File: config.mk
export PLATFORM = sky130hd
export DESIGN_NAME = fifo_producer
export DESIGN_NICKNAME = d
export VERILOG_FILES = /design/src/rtl/fifo_producer.sv
export SDC_FILE = /design/constraint.sdc
export NUM_CORES = 1
export LEC_CHECK = 0
export BUFFER_PORTS_ARGS = -buffer_cell sky130_fd_sc_hd__buf_2
export CORE_MARGIN = 2
export CORE_UTILIZATION = 37
export DETAILED_ROUTE_END_ITERATION = 8
export MAX_ROUTING_LAYER = met4
export PLACE_DENSITY = 0.53
export SLEW_MARGIN = 5
export SYNTH_ARGS = -nofsm -noshare
export SYNTH_HDL_FRONTEND = slang
export SYNTH_SLANG_ARGS = --single-unit
File: constraint.sdc
create_clock -name w_clk -period 6.9 [get_ports w_clk]
set_input_delay 1.38 -clock w_clk [delete_from_list [all_inputs] [get_ports w_clk]]
set_output_delay 1.38 -clock w_clk [all_outputs]
set_load 0.01 [all_outputs]
File: src/rtl/fifo_producer.sv
// fifo_producer: write-side buffer and strobe generator for the async FIFO.
// Optional rejected-request counter enabled by FIFO_PRODUCER_DROP_CNT_EN.
module fifo_producer #(
  parameter int DATA_WIDTH = 32,
  parameter int BUF_DEPTH  = 4,
  parameter int CNT_WIDTH  = 16,
  localparam int AW = $clog2(BUF_DEPTH),
  localparam int LW = AW + 1
) (
  input  logic                  w_clk,
  input  logic                  wrst,
  input  logic                  wr_req,
  input  logic [DATA_WIDTH-1:0] data_in,
  output logic                  wr_ready,
  input  logic                  f_full,
  output logic                  w_en,
  output logic [DATA_WIDTH-1:0] mem_data_in,
  output logic [LW-1:0]         buf_level,
  output logic [CNT_WIDTH-1:0]  wr_count,
  output logic [CNT_WIDTH-1:0]  drop_cnt,
  output logic                  idle
);

  typedef enum logic [1:0] {
    IDLE,
    ACTIVE,
    STALL
  } state_t;

  state_t state;

  logic [DATA_WIDTH-1:0] mem [BUF_DEPTH];
  logic [AW-1:0]         wptr;
  logic [AW-1:0]         rptr;
  logic [LW-1:0]         next_level;
  logic                  push;
  logic                  pop;

  // Readiness looks only at current occupancy; a pop never frees a slot early.
  assign wr_ready = (buf_level < LW'(BUF_DEPTH));
  assign push     = wr_req && wr_ready;
  assign pop      = (buf_level != '0) && !f_full;

  always_comb begin
    next_level = buf_level;
    case ({push, pop})
      2'b10:   next_level = buf_level + LW'(1);
      2'b01:   next_level = buf_level - LW'(1);
      default: next_level = buf_level;
    endcase
  end

  always_ff @(posedge w_clk) begin
    if (push) begin
      mem[wptr] <= data_in;
    end
  end

  always_ff @(posedge w_clk or posedge wrst) begin
    if (wrst) begin
      wptr        <= '0;
      rptr        <= '0;
      buf_level   <= '0;
      w_en        <= 1'b0;
      mem_data_in <= '0;
      wr_count    <= '0;
      state       <= IDLE;
      idle        <= 1'b1;
    end else begin
      w_en      <= pop;
      buf_level <= next_level;
      if (pop) begin
        mem_data_in <= mem[rptr];
        rptr        <= rptr + AW'(1);
      end
      if (push) begin
        wptr <= wptr + AW'(1);
      end
      if (w_en) begin
        wr_count <= wr_count + CNT_WIDTH'(1);
      end
      // State follows post-edge occupancy and the sampled full flag.
      case (state)
        IDLE: begin
          if (push) begin
            state <= ACTIVE;
            idle  <= 1'b0;
          end
        end
        ACTIVE: begin
          if (next_level == '0) begin
            state <= IDLE;
            idle  <= 1'b1;
          end else if (f_full) begin
            state <= STALL;
          end
        end
        STALL: begin
          if (!f_full) begin
            if (next_level == '0) begin
              state <= IDLE;
              idle  <= 1'b1;
            end else begin
              state <= ACTIVE;
            end
          end
        end
        default: begin
          state <= IDLE;
          idle  <= 1'b1;
        end
      endcase
    end
  end

`ifdef FIFO_PRODUCER_DROP_CNT_EN
  always_ff @(posedge w_clk or posedge wrst) begin
    if (wrst) begin
      drop_cnt <= '0;
    end else if (wr_req && !wr_ready && (drop_cnt != '1)) begin
      drop_cnt <= drop_cnt + CNT_WIDTH'(1);
    end
  end
`else
  assign drop_cnt = '0;
`endif

endmodule

Word level (Yosys, flattened, before mapping)

Memory sizes are Yosys's and may differ from the RTL's. A register that Yosys moved wholly into a read port is not among the register bits.
Index checks and enable logic that the tools add are counted.
W data, S select, Z words.

Memory bits (writable): 128
Output and inout bits: 70
Flip-flop bits (word level): 27
Memories kept: 1
Logic and storage cells: 42

Memory list:

| memory | words | bits a word | read ports | clocked after memory_dff | write ports | RTL line | RTL |
|---|---|---|---|---|---|---|---|
| mem    | 4     | 32          | 1          | 1                        | 1           | 32       | `logic [DATA_WIDTH-1:0] mem [BUF_DEPTH];` |

Multiplexer cells: 13
Eq/ne operators: 7
Magnitude comparators: 1
Reductions and logical operators: 8
Add/sub/neg operators: 5

Operator list:

| operator                | count |
|---|---|
| $add A16 B1 Y16 const B | 1 |
| $mux W2                 | 4 |
| $mux W1                 | 6 |
| $pmux W2 S3             | 1 |
| $pmux W3 S2             | 1 |
| $add A2 B1 Y2 const B   | 2 |
| $eq A2 B1 Y1 const B    | 2 |
| $eq A2 B2 Y1 const B    | 2 |
| $ne A2 B2 Y1 const B    | 2 |
| $add A3 B1 Y3 const B   | 1 |
| $logic_not A3 Y1        | 1 |
| $lt A3 B3 Y1 const B    | 1 |
| $ne A3 B3 Y1 const B    | 1 |
| $pmux W1 S3             | 1 |
| $reduce_and A3 Y1       | 1 |
| $reduce_bool A3 Y1      | 1 |
| $sub A3 B1 Y3 const B   | 1 |
| $logic_and A1 B1 Y1     | 2 |
| $logic_not A2 Y1        | 1 |
| $reduce_and A2 Y1       | 1 |
| $logic_not A1 Y1        | 1 |

Longest topological paths before layout

Gate-level depths: netlist (run 1).

Depth in word-level cells: 8
Mapped depth: 11
Depth with buffers taken out: 10

Worst setup path after synthesis (run 1)

No wires, ideal clock.

Path kind: input -> register
Start point: input f_full
End point: register state[0]
Data required time: 6.790 ns
Stages: 9
Slack: 3.487 ns
Arrival time: 3.302 ns
Cells stage by stage: nor2_2 buf_2 ha_1 inv_1 fa_1 xnor2_1 mux2i_1 a21oi_1 o41ai_1

Longest elaborated chain between the ends: 8
Elaborated cells on any way between the ends: 13
Those cells by class: eq/ne (4); mux (5); reduce/logical (4)

Ends and longest elaborated chain:

| item                                                | RTL line | RTL |
|---|---|---|
| from (decl)                                         | 15       | `input logic f_full,` |
| $logic_not A1 Y1 (*)                                | n/a      |  |
| $logic_and A1 B1 Y1 (*)                             | 42       | `assign pop = (buf_level != '0) && !f_full;` |
| via pop                                             | 37       | `logic pop;` |
| $eq A2 B1 Y1 / $eq A2 B2 Y1 (equally long branches) | 46       | `case ({push, pop})` |
| $pmux W3 S2 (*)                                     | 46       |  |
| $logic_not A3 Y1 (*)                                | 91, 100  |  |
| $mux W1                                             | 100      | `if (next_level == '0) begin` |
| $mux W2                                             | 99       | `if (!f_full) begin` |
| $pmux W2 S3                                         | 83       | `case (state)` |
| to (signal assigned)                                | 86       | `state <= ACTIVE;` |
| to (signal assigned)                                | 92       | `state <= IDLE;` |
| to (signal assigned)                                | 101      | `state <= IDLE;` |
| to (decl)                                           | 30       | `state_t state;` |

Mark *: on every way through the listed nets, which the timed path passes. The rest lies on a longest branch. The select of a mux whose other input is x is not followed.
A chain may end at the register's enable or synchronous reset.

Worst setup path in the final report (run 1)

Start point: input f_full
End point: register state[0]

Longest elaborated chain between the ends: 8
Elaborated cells on any way between the ends: 13
Those cells by class: eq/ne (4); mux (5); reduce/logical (4)

Ends and longest elaborated chain:

| item                                                | RTL line |
|---|---|
| $logic_not A1 Y1                                    | n/a |
| $logic_and A1 B1 Y1                                 | 42 |
| $eq A2 B1 Y1 / $eq A2 B2 Y1 (equally long branches) | 46 |
| $pmux W3 S2                                         | 46 |
| $logic_not A3 Y1                                    | 91, 100 |
| $mux W1                                             | 100 |
| $mux W2                                             | 99 |
| $pmux W2 S3                                         | 83 |

Parallel ways exist; a longest one is shown, timed or not. The select of a mux whose other input is x is not followed.

==> results of run 1 <==
-- registers in the layout, summed over array words and instances (netlist names) --
register and cells:
state 2, wptr 2, buf_level 3, mem 128
rptr 2, w_en 1, mem_data_in 32, wr_count 16
idle 1
-- how the worst max path moves through the flow --
stage                       from  endpoint
final                     f_full  state[0]
after global routing      f_full  state[0]
after CTS                 f_full  state[0]
after detailed placement  f_full  state[0]
after global placement    f_full  state[0]
after floorplan           f_full  state[0]
-- metrics by stage --
stage	setup slack [ns]	hold WS [ns]
after global placement	2.68	0.458
after global routing	2.73	0.495
after detailed placement	2.58	0.464
after CTS	3.03	0.474
final	3.11	0.465
after floorplan	3.49	0.508
-- power breakdown --
group	internal, mW	switching, mW	leakage (nW)	total (mW)
Sequential	1.47	0.224	1.88	1.70
Combinational	0.474	0.399	1.15	0.873
Clock	0.513	0.442	0.276	0.956
-- cells in the mapped netlist, types with 2 or more instances --
master	instances	share of area, %
edfxtp_1	128	52
dfrtp_1	58	20
mux2_2	34	5.2
mux4_1	24	8.5
buf_4	16	1.6
xnor2_1	16	1.9
inv_1	11	0.56
ha_1	10	1.7
nand2_1	10	0.51
mux4_2	8	2.4
nor2_1	6	0.30
buf_6	5	0.76
nand3_1	5	0.34
xor2_1	5	0.59
and2_1	4	0.34
buf_2	4	0.27
nand4_1	4	0.34
a21oi_1	3	0.20
nand2b_1	3	0.25
o21ai_0	3	0.20
and3_1	2	0.17
clkbuf_1	2	0.10
nor2b_1	2	0.17
-- worst max-delay path, delay by kind of cell --
family	cells	cell delay, ns
AND/OR/NAND/NOR	1	0.87
XOR/XNOR	1	0.23
buffers and inverters	2	0.19
multiplexers	1	0.27
AO/OA/AOI/OAI	2	0.44
adder cells (fa/ha/maj)	2	0.71
-- layer usage --
metal  wire (um)  vias up  track usage, %
met5           0        -               -
met4         172        0            4.66
met3         690       13            4.03
met2        6670       95            22.5
met1        5690     1813            15.8
li1            -     1622               -
-- cells in the final DEF (no fill, tap or decap), types with 2 or more instances in the layout --
cell,Yosys,routed
a21oi_1,3,3
and2_2,0,4
and3_1,2,2
buf_2,4,89
clkbuf_16,0,17
clkinv_4,0,2
clkinvlp_4,0,3
conb_1,1,16
dfrtp_1,58,56
dfrtp_2,0,2
diode_2,0,2
edfxtp_1,128,128
ha_1,10,10
inv_1,11,10
inv_6,0,4
inv_8,0,4
mux2_2,34,34
mux4_1,24,24
mux4_2,8,8
nand2_1,10,10
nand2b_1,3,3
nand3_1,5,5
nand4_1,4,4
nor2_1,6,6
nor2b_1,2,2
o21ai_0,3,3
xnor2_1,16,16
xor2_1,5,5
-- cells by family after synthesis --
kind of cell,Yosys count
compound gates,11
fa+ha+maj,11
flops,187
other cells,1
simple gates,39
mux,67
buf+inv,39
xor+xnor,21
-- area by class of cell --
cell class,instances,area share [%]
antenna,2,0.0581
clock buffer,18,4.98
clock inverter,14,1.74
inverter,11,0.479
multi-input combinational,165,21.9
sequential,187,61.8
tap,265,3.85
timing repair buffer,90,5.25
==> impl_results.md, run 1 <==
- Die area: 21100 um2
- # fillers: 1737
- Cell Pwr Density: slightly above 400 nW/um2
- Total power: between 3 and 4 mW
- IO buf count: 89
- Placed Area: approximately 8000 um2
- Vias in the first global route: 3811
- Net count reported at finish: 519
- Routed wire length per instance: about 18 um
- GP Congestion: 0.764
- Footprint of the multi-input gates: between 1500 and 2000 um2
- Clock Tree Root: clkbuf_16
- Slew @ Worst Pin: 1.13 ns
- Layout cell share with drive strength beyond 1: a little over a third
- Peak VDD IR: roughly 0.00023 V
- Fmax: between 200 and 300 MHz
- Post-synthesis compound-gate area fraction: 1.13%
- Multiplexer share of the synthesized area: between 10% and 20%
- Rel. slew slack: 24.5%
- First-pass GRT wire length: approximately 21000 um
- Die height: 145 um
- 1st-iter DRT viols: 83
- Layout Cells excl Fill: 752
- Initial DRT Pass Iterations: 7
- XOR/XNOR Fraction of Synth Area: about 2.5%
- CTS sink cnt: 187
- FF-to-FF setup slack: 3.59 ns
- Worst-path clk slew: around 0.070 ns
- CP arrival: 4.10 ns
- CP Data Required Time: roughly 7.2 ns
- Setup TNS Final: 0 ns
- Path type of the worst setup path: input port to flip-flop
- Hold buffer count at cts: 0
- Clock Skew: 0.00728 ns
- Mapped Cells: 376
- Post-CTS Setup Bufs: 0
- CTS tree: yes
- Critical R2R Capture: state[0]
- Pleak: 3.31 nW
- HP Class: flip-flop to flip-flop
- Final setup violation count: 0
- Share of flip-flops with an asynchronous set or reset: 31.6%
- Final period util: between 50% and 60%
- CP Capture Type: flip-flop
- Clk Latency, worst-skew pair: 0.42 ns
- Crit Path Max Fanout: 36
- CP max-delay cell: nor2_4
- Initial Utilization: 37.8%
- EDFF count, synth: 128
- H-tree lvl count: 4
- Startpoint Class: input port
- Netlist cell types: 36
- Final hold vios: 0
- Synth Register Bits: 187
- Final instance area: between 8000 and 9000 um2
- Syn Area/Cell: 19.7 um2
- DRC: 0
- Io pins: 106
- Cells on Worst Hold Path: 1
- Global route overflow: 0
- Number of max-cap violations: 0
- Cells along the critical path: buf_2 -> nor2_4 -> ha_1 -> inv_1 -> fa_1 -> xnor2_1 -> mux2i_1 -> a21oi_1 -> o41ai_1
- Total wire length: 13200 um
- Std cell rows: just over 50
- Post-CTS Resized: 0
- HP Start: wr_count[15]
- Largest family of logic cells by synthesized area: multiplexers
- Via count: around 3500
- Largest net degree at the start of global routing: 60
- Main flop type after synthesis: edfxtp_1
- Worst reg2reg startpoint: buf_level[2]
- FF-to-FF path depth: 9
- Post-synthesis sequential area ratio: between 70% and 80%
- CTS Buf Count: 17
- Initial antenna violation count: 2
- Register Area: 5320 um2
- Largest stage delay, worst path: 0.87 ns
- Tot GR Track Use: 13.6%
- Final Util: 44.1%
- Mapped cell area: 7390 um2
- Synth-to-Final Area Change: 16.6%
- Vias per Instance: 4.71
- DP Cell Count: between 700 and 800
- Core region area: 19500 um2
- Post-synthesis simple-gate area fraction: ~2.7%
- Fin crit period: 3.79 ns
- DP HPWL: 7610 um
- Post-synthesis adder-cell area fraction: roughly 2%
- Longest Clk Path Bufs: 2
- Antenna-violating nets left: 0
- Status: complete, no violations
- Unrepaired setup endpoints after global routing: no
- Slew Limit Fails: 0
- Worst Hold End: wr_count[15]
- Die width: 145 um
- Ys Warns: 0
Power figures use the tool's default switching activity.
==> run 2: changes to the inputs <==
Clock period 6.9 ns to 3.55 ns, I/O delays scaled along.
==> impl_results.md, run 2 (same netlist as run 1, synthesis figures left out) <==
- Status: complete, no violations
- H-tree lvl count: 4
- DRC: 0
- Peak VDD IR: 0.000421 V
- Pleak: 3.33 nW
- Die area: about 21000 um2
- Pint: approximately 4.7 mW
- Combinational group share of total power: 26.4%
- Initial antenna violation count: 3
- CTS sink cnt: around 190
- DP HPWL: 7850 um
- Antenna-violating nets left: 0
- Final hold vios: 0
- Slew Limit Fails: 0
- FF-to-FF setup slack: 0.76 ns
- Vias per Instance: 4.67
- Post-CTS Resized: 0
- Rel. slew slack: 45.6%
- Hold buffer count at cts: 0
- Initial DRT Pass Iterations: 6
- Crit Path Max Fanout: 9
- Synth-to-Final Area Change: 16.8%
- CTS Buf Count: 17
- Final Util: 44.2%
- Cell Pwr Density: 783 nW/um2
- CP arrival: 3.11 ns
- Initial Utilization: 37.8%
- Std cell rows: 51
- Net Sw Frac: 30.2%
- Critical Path Start: buf_level[2]
- CP Capture Type: flip-flop
- Startpoint Class: flip-flop
- Total wire length: 13200 um
- Hold_ws: between 0.3 and 0.4 ns
- Setup TNS Final: 0 ns
- Tot GR Track Use: a little over an eighth
- Longest Clk Path Bufs: 2
- Final period util: between 70% and 80%
- Die width: 145 um
- Core region area: 19500 um2
- Via count: 3543
- Slew @ Worst Pin: ~0.8 ns
- Die height: 145 um
- CP Data Required Time: between 3 and 4 ns
- CTS tree: yes
- Io pins: 106
- Global route overflow: 0
- Register share of total power: roughly 48%
- Routed wire length per instance: 17.4 um
- Clock share of power: 25.8%
- HP Class: input port to asynchronous set/reset pin
- 1st-iter DRT viols: 156
- Sw Pwr: 2.04 mW
- Final setup violation count: 0
- Commonest non-fill, non-tap cell in the layout: edfxtp_1
- Top Registers: mem: 128 flops, mem_data_in: 32 flops, wr_count: 16 flops
- Clock Skew: between 0.008 and 0.009 ns
- Net count reported at finish: 525
- First-pass GRT wire length: 20600 um
- Max reg flops: ~130
- Post-CTS Setup Bufs: 0
- Path type of the worst setup path: flip-flop to flip-flop
- IO buf count: a little under 90
- Vias in the first global route: 3696
- GP Congestion: 0.768
- Clk Latency, worst-skew pair: roughly 0.42 ns
- Unrepaired setup endpoints after global routing: no
- Worst reg2reg startpoint: buf_level[2]
- Top reg by flops: mem
- Fin crit period: roughly 2.8 ns
- Clock Tree Root: clkbuf_16
- Layout cell share with drive strength beyond 1: 36.0%
- Number of max-cap violations: 0
- Worst-path clk slew: ~0.06 ns
- Commonest cells after routing, fill and taps aside: edfxtp_1 (128), buf_2 (89), dfrtp_1 (56)
- Largest net degree at the start of global routing: 37
- Fmax: roughly 360 MHz
[run 2: final cells by class]
class | instances | area (um2)
Clock buffer | 19 | 433
Fill cell | 1772 | 10900
Tap cell | 265 | 332
Multi-Input combinational cell | 165 | 1890
Antenna cell | 3 | 7.51
Clock inverter | 13 | 108
Sequential cell | 187 | 5320
Timing Repair Buffer | 96 | 498
Inverter | 11 | 41.3
[run 2: layer usage]
metal	vias up	share of wire, %	global-route usage [%]
li1	1643	-	-
met1	1795	46	16.9
met2	96	48	20.8
met3	9	5.5	4.47
met4	0	0.73	3.68
met5	-	0	-
[run 2: path summary, 6_finish.rpt]
path,to,depth (start not counted)
max,state[0],9
min,state[1],2
max reg2reg,state[0],9
min reg2reg,wr_count[15],1
max in group asynchronous,rptr[0],3
min in group w_clk,wr_count[15],1
[run 2: critical path, stage by stage, from the launching register on]
cell	delay, ns
dfrtp_1	0.45
nor2b_1	0.61
inv_1	0.10
ha_1	0.25
inv_1	0.08
fa_1	0.43
a22o_1	0.24
nand2_1	0.11
a21oi_1	0.09
o41ai_1	0.33
[run 2: power by group through the flow]
stage | Clock, mW | Sequential, mW | Combinational (mW)
floorplan | 0 | 3.22 | 1.27
global route | 1.88 | 3.30 | 1.96
detailed placement | 0 | 3.29 | 1.82
finish | 1.74 | 3.23 | 1.79
global placement | 0 | 3.27 | 1.79
CTS | 1.80 | 3.25 | 1.83
[run 2: through the flow]
step / worst slack, ns / area, um2 / std cells / power [mW]
2_1_floorplan: 0.807 / 7450 / 391 / 4.49
3_3_place_gp: 0.603 / 8080 / 724 / 5.06
3_5_place_dp: 0.446 / 8080 / 724 / 5.12
4_1_cts: 0.759 / 8620 / 756 / 6.88
5_1_grt: 0.589 / 8630 / 759 / 7.15
6_report: 0.755 / 8630 / 759 / 6.76
